==> config.mk <==
export PLATFORM = sky130hd
export DESIGN_NAME = button_pulser
export DESIGN_NICKNAME = d
export VERILOG_FILES = /design/src/rtl/button_pulser.sv
export SDC_FILE = /design/constraint.sdc
export NUM_CORES = 1
export LEC_CHECK = 0
export CAP_MARGIN = 30
export CORE_MARGIN = 1.5
export CORE_UTILIZATION = 50
export DETAILED_ROUTE_END_ITERATION = 12
export DONT_BUFFER_PORTS = 1
export GPL_TIMING_DRIVEN = 0
export PLACE_DENSITY_LB_ADDON = 0.15
export SLEW_MARGIN = 20
export SYNTH_ARGS = -nofsm -noshare
export SYNTH_HDL_FRONTEND = slang
export SYNTH_SLANG_ARGS = --single-unit
==> constraint.sdc <==
create_clock -name clk -period 2.13 [get_ports clk]
set_input_delay 0.426 -clock clk [delete_from_list [all_inputs] [get_ports clk]]
set_output_delay 0.426 -clock clk [all_outputs]
set_load 0.01 [all_outputs]
==> src/rtl/button_pulser.sv <==
// ----------------------------------------------------------------------------
// button_pulser
//
// Turns a raw, bouncing push-button into a clean debounced level plus
// single-cycle press / release strobes. The raw input is brought into the
// clock domain by a 2-flop synchronizer, then a 4-state FSM with a debounce
// counter only accepts a change after DEBOUNCE_CYCLES consecutive stable
// synchronized samples following the first changed sample.
//
// Parameters:
//   DEBOUNCE_CYCLES - stable samples needed to accept a change (1 .. 2^CNT_W)
//   CNT_W           - width of the debounce counter
//
// Ports:
//   clk           in   system clock, rising edge
//   rst           in   asynchronous active-low reset
//   btn           in   raw asynchronous button, active-high
//   level         out  debounced button state (registered)
//   press         out  one-cycle pulse on accepted 0->1 (registered)
//   release_pulse out  one-cycle pulse on accepted 1->0 (registered)
//
// The falling-edge strobe is named release_pulse because "release" is a
// reserved word in SystemVerilog.
// ----------------------------------------------------------------------------
module button_pulser #(
    parameter int DEBOUNCE_CYCLES = 500000,
    parameter int CNT_W           = 20
) (
    input  logic clk,
    input  logic rst,
    input  logic btn,
    output logic level,
    output logic press,
    output logic release_pulse
);

    typedef enum logic [1:0] {
        IDLE         = 2'b00,
        PRESS_WAIT   = 2'b01,
        HELD         = 2'b10,
        RELEASE_WAIT = 2'b11
    } state_t;

    // The counter only ever reaches D-1, so even D = 2^CNT_W fits without wrap.
    localparam logic [CNT_W-1:0] CNT_LAST = CNT_W'(DEBOUNCE_CYCLES - 1);
    localparam logic [CNT_W-1:0] CNT_ZERO = {CNT_W{1'b0}};
    localparam logic [CNT_W-1:0] CNT_ONE  = {{(CNT_W-1){1'b0}}, 1'b1};

    logic           s1_r;
    logic           s2_r;
    state_t         state_r;
    state_t         state_s;
    logic [CNT_W-1:0] cnt_r;
    logic [CNT_W-1:0] cnt_s;
    logic           level_r;
    logic           level_s;
    logic           press_r;
    logic           press_s;
    logic           release_r;
    logic           release_s;
    logic           sync_s;

    assign sync_s = s2_r;

    // Two-flop synchronizer for the asynchronous button input.
    always_ff @(posedge clk or negedge rst) begin
        if (!rst) begin
            s1_r <= 1'b0;
            s2_r <= 1'b0;
        end else begin
            s1_r <= btn;
            s2_r <= s1_r;
        end
    end

    // FSM state, debounce counter and registered outputs.
    always_ff @(posedge clk or negedge rst) begin
        if (!rst) begin
            state_r   <= IDLE;
            cnt_r     <= CNT_ZERO;
            level_r   <= 1'b0;
            press_r   <= 1'b0;
            release_r <= 1'b0;
        end else begin
            state_r   <= state_s;
            cnt_r     <= cnt_s;
            level_r   <= level_s;
            press_r   <= press_s;
            release_r <= release_s;
        end
    end

    // Next-state, counter and output decode.
    always_comb begin
        state_s   = state_r;
        cnt_s     = cnt_r;
        press_s   = 1'b0;
        release_s = 1'b0;
        case (state_r)
            IDLE: begin
                if (sync_s) begin
                    state_s = PRESS_WAIT;
                    cnt_s   = CNT_ZERO;
                end else begin
                    state_s = IDLE;
                end
            end
            PRESS_WAIT: begin
                if (!sync_s) begin
                    // bounce: drop back without a pulse
                    state_s = IDLE;
                end else if (cnt_r == CNT_LAST) begin
                    state_s = HELD;
                    press_s = 1'b1;
                end else begin
                    cnt_s = cnt_r + CNT_ONE;
                end
            end
            HELD: begin
                if (!sync_s) begin
                    state_s = RELEASE_WAIT;
                    cnt_s   = CNT_ZERO;
                end else begin
                    state_s = HELD;
                end
            end
            RELEASE_WAIT: begin
                if (sync_s) begin
                    // bounce: return to held without a pulse
                    state_s = HELD;
                end else if (cnt_r == CNT_LAST) begin
                    state_s   = IDLE;
                    release_s = 1'b1;
                end else begin
                    cnt_s = cnt_r + CNT_ONE;
                end
            end
            default: begin
                state_s = IDLE;
                cnt_s   = CNT_ZERO;
            end
        endcase
        // level follows the upper state bit of the next state
        if ((state_s == HELD) || (state_s == RELEASE_WAIT)) begin
            level_s = 1'b1;
        end else begin
            level_s = 1'b0;
        end
    end

    assign level         = level_r;
    assign press         = press_r;
    assign release_pulse = release_r;

endmodule

==> flow_metrics.py <==
metrics = {
    "global_route": {
        "grt_max_degree": 28,
        "grt_antenna_before_repair": 0,
        "grt.total_usage_pct": 17.6,
        "grt_overflow_total": 0,
        "grt_pass1_vias": 839,
        "grt_pass1_wl_microns": 3510,
    },
    "finish": {
        "drive_gt1_share_pct": 8.80,
        "area_growth_pct": 7.88,
        "n_antenna_cell": 0,
        "nNetsFinal": 130,
        "fill_cells": 194,
    },
    "route": {
        "dr.pass1.iters": 4,
        "ant_nets": 0,
        "wl_per_cell_microns": 13.7,
        "vias": 852,
        "via_per_inst": 5.57,
        "drt_wl_total_microns": 2090,
        "drc_errors": 0,
        "drt_iter0_drc": 17,
    },
    "critical_path": {
        "ff2ff_path_depth": 6,
        "cp_slowest_cell": "nor4_2",
        "crit_path_start_kind": "flop",
        "cp-end-kind": "flop",
        "rr_endpoint": "cnt_r[16]",
        "timing.rr.start": "cnt_r[0]",
        "crit_type": "reg -> reg",
        "cp_top_family": "simple AND/OR/NAND/NOR gates",
        "critPathMaxStageDelay_ns": 0.60,
        "crit_required_ns": 2.33,
        "path_cells": "ha_1 -> nand3_1 -> nor4_2 -> nand4_1 -> xor2_1 -> nor2_1",
        "path_buf_inv": 0,
        "path_max_fanout": 5,
        "crit_arrival_ns": 2.14,
        "reg2reg_setup_slack_ns": 0.18,
    },
    "yosys": {
        "syn_avg_cell_area_sq_um": 10.5,
        "syn_nets": 123,
        "async_flop_share_pct": 100,
        "yosys-top-cells-count": "dfrtp_1 (27), nor2_1 (17), xor2_1 (11)",
        "ys_seq_area_share_pct": 53.9,
        "synth_top_flop_cell": "dfrtp_1",
        "yosys.area.top_type": "dfrtp_1",
        "ys_top_cells_by_area": "dfrtp_1 (54%), xor2_1 (7.7%), nor2_1 (5.1%)",
        "synth_edf_count": 0,
        "syn-instance-count": 119,
        "synth.cell_area_sq_um": 1250,
        "yosys_register_bits": 27,
        "ys.warnings.count": 0,
        "synth_cell_types": 26,
        "yosysMostFrequentCell": "dfrtp_1",
        "synthDominantCellAreaShare_pct": 53.9,
    },
    "worst_hold_path": {
        "hold_depth": 0,
        "whs_endpoint": "s1_r",
        "hold_class": "in -> reg",
        "hold_start": "btn",
    },
    "placement": {
        "gp_congestion": 0.781,
        "dp_hpwl_microns": 1500,
        "numPortBuffers": 0,
    },
    "sta": {
        "final.setup_skew_ns": 0.00385,
        "timing.fmax_mhz": 514,
        "finalSetupViolCount": 0,
        "fin_worst_hold_slack_ns": 0.123,
        "setup-tns-final_ns": 0,
        "hold_viol_final": 0,
        "fin_crit_sh_pct": 91.4,
        "drv_slew": 0,
        "worst_slew_pin_slew_ns": 0.702,
        "rsz0062_at_grt": "false",
        "relSlewSlack_pct": 52.9,
        "period_needed_ns": 1.95,
    },
    "status": {
        "status": "finished, final reports clean",
    },
    "power_and_ir_drop": {
        "ir_drop_mv": 0.401,
        "p_per_area_nw_per_um2": 581,
        "p_leak_nw": 0.594,
    },
    "cts": {
        "cts_sinks": 27,
        "insertion_delay_ns": 0.31,
        "cts_made_buffers": 3,
        "ctsRootBufferMaster": "clkbuf_4",
        "cts_tree": "yes",
        "htreeDepth": 1,
        "cts_max_path_buffers": 2,
        "clk_pin_slew_ns": 0.14,
    },
    "floorplanning": {
        "row_count": 17,
        "ioPinCount": 6,
        "dieArea_sq_um": 2820,
        "die_h_microns": 53.1,
        "die_w_microns": 53.1,
        "coreArea_sq_um": 2300,
        "initial_core_util_pct": 54.6,
    },
    "flow_run": {
        "max_cap_violations": 0,
    },
}
[layer usage]
layer	track usage, %	wire length (microns)	vias up
li1	-	-	433
met1	23.3	1070	412
met2	27.9	971	5
met3	2.54	31	2
met4	8.97	17	0
met5	0	0	-
[per-stage QoR]
step | setup WS (ns) | utilization, % | std cells | total power [W] | instance area, sq um
2_1_floorplan | 0.361 | - | 119 | 0.000562 | 1250
3_3_place_gp | 0.0811 | 56.1 | 147 | 0.000568 | 1290
3_5_place_dp | 0.0792 | 56.1 | 147 | 0.000568 | 1290
4_1_cts | 0.0671 | 58.6 | 153 | 0.000799 | 1350
5_1_grt | 0.0147 | 58.9 | 153 | 0.000821 | 1350
6_report | 0.184 | 58.9 | 153 | 0.000786 | 1350
[registers in the layout (all words and copies together) (netlist names)]
register       count
cnt_r             20
level              1
release_pulse      1
s1_r               1
state_r            2
press              1
s2_r               1
[cells by family (layout without fill, tap and decap cells)]
logic type / Yosys count / after routing / synth area share [%]
XOR/XNOR: 15 / 15 / 10.5
flip-flops: 27 / 27 / 53.9
multiplexers: 2 / 2 / 1.80
AND/OR/NAND/NOR: 60 / 60 / 27.0
adder cells (fa/ha/maj): 1 / 1 / 0.998
buffers and inverters: 3 / 9 / 0.898
AO/OA/AOI/OAI: 11 / 11 / 4.89
[what timing repair did]
item / 4_1_cts / 5_1_grt
setup endpoints to repair: 0 / 9
gates resized for setup: 0 / 3
buffers inserted: 0 / 0
hold buffers: 2 / 0
hold endpoints to repair: 27 / 0
[area by class of cell]
class	instances	area (sq um)	share of cell area, %
buffer	1	3.75	0.278
clock buffer	4	26.3	1.94
timing repair buffer	2	30.0	2.22
multi-input combinational	89	574	42.5
sequential	27	676	50.0
tap	28	35.0	2.59
inverter	2	7.51	0.555
[report_power, final]
part            total, W  internal [W]  switching (W)
combinational  0.0000403     0.0000139      0.0000263
clock           0.000212     0.0000731       0.000139
sequential      0.000534      0.000523      0.0000108
total           0.000786      0.000610       0.000176
[worst max-delay path by stage]
stage	cells after the start	slack (ns)	end	startpoint
2_1_floorplan	4	0.36	level	cnt_r[10]
3_3_place_gp	4	0.08	level	cnt_r[10]
3_5_place_dp	4	0.08	state_r[1]	cnt_r[10]
4_1_cts	4	0.07	state_r[1]	cnt_r[10]
5_1_grt	6	0.01	cnt_r[12]	cnt_r[0]
6_report	6	0.18	cnt_r[16]	cnt_r[0]
[placed cells by master, fill, tap and decap left out, types with 2 or more instances in the layout]
master,synthesis,routed
a21oi_1,4,4
and4_1,3,3
clkbuf_1,1,2
clkbuf_4,0,3
dfrtp_1,27,27
inv_1,2,2
mux2_2,2,2
nand2_1,10,10
nand3_1,7,7
nand3b_1,2,2
nand4_1,6,6
nor2_1,17,16
nor3b_1,3,3
nor4b_1,2,2
o21ai_0,5,4
or3_1,3,3
xnor2_1,4,4
xor2_1,11,11
Note: power is estimated with default switching activity, not from simulation.
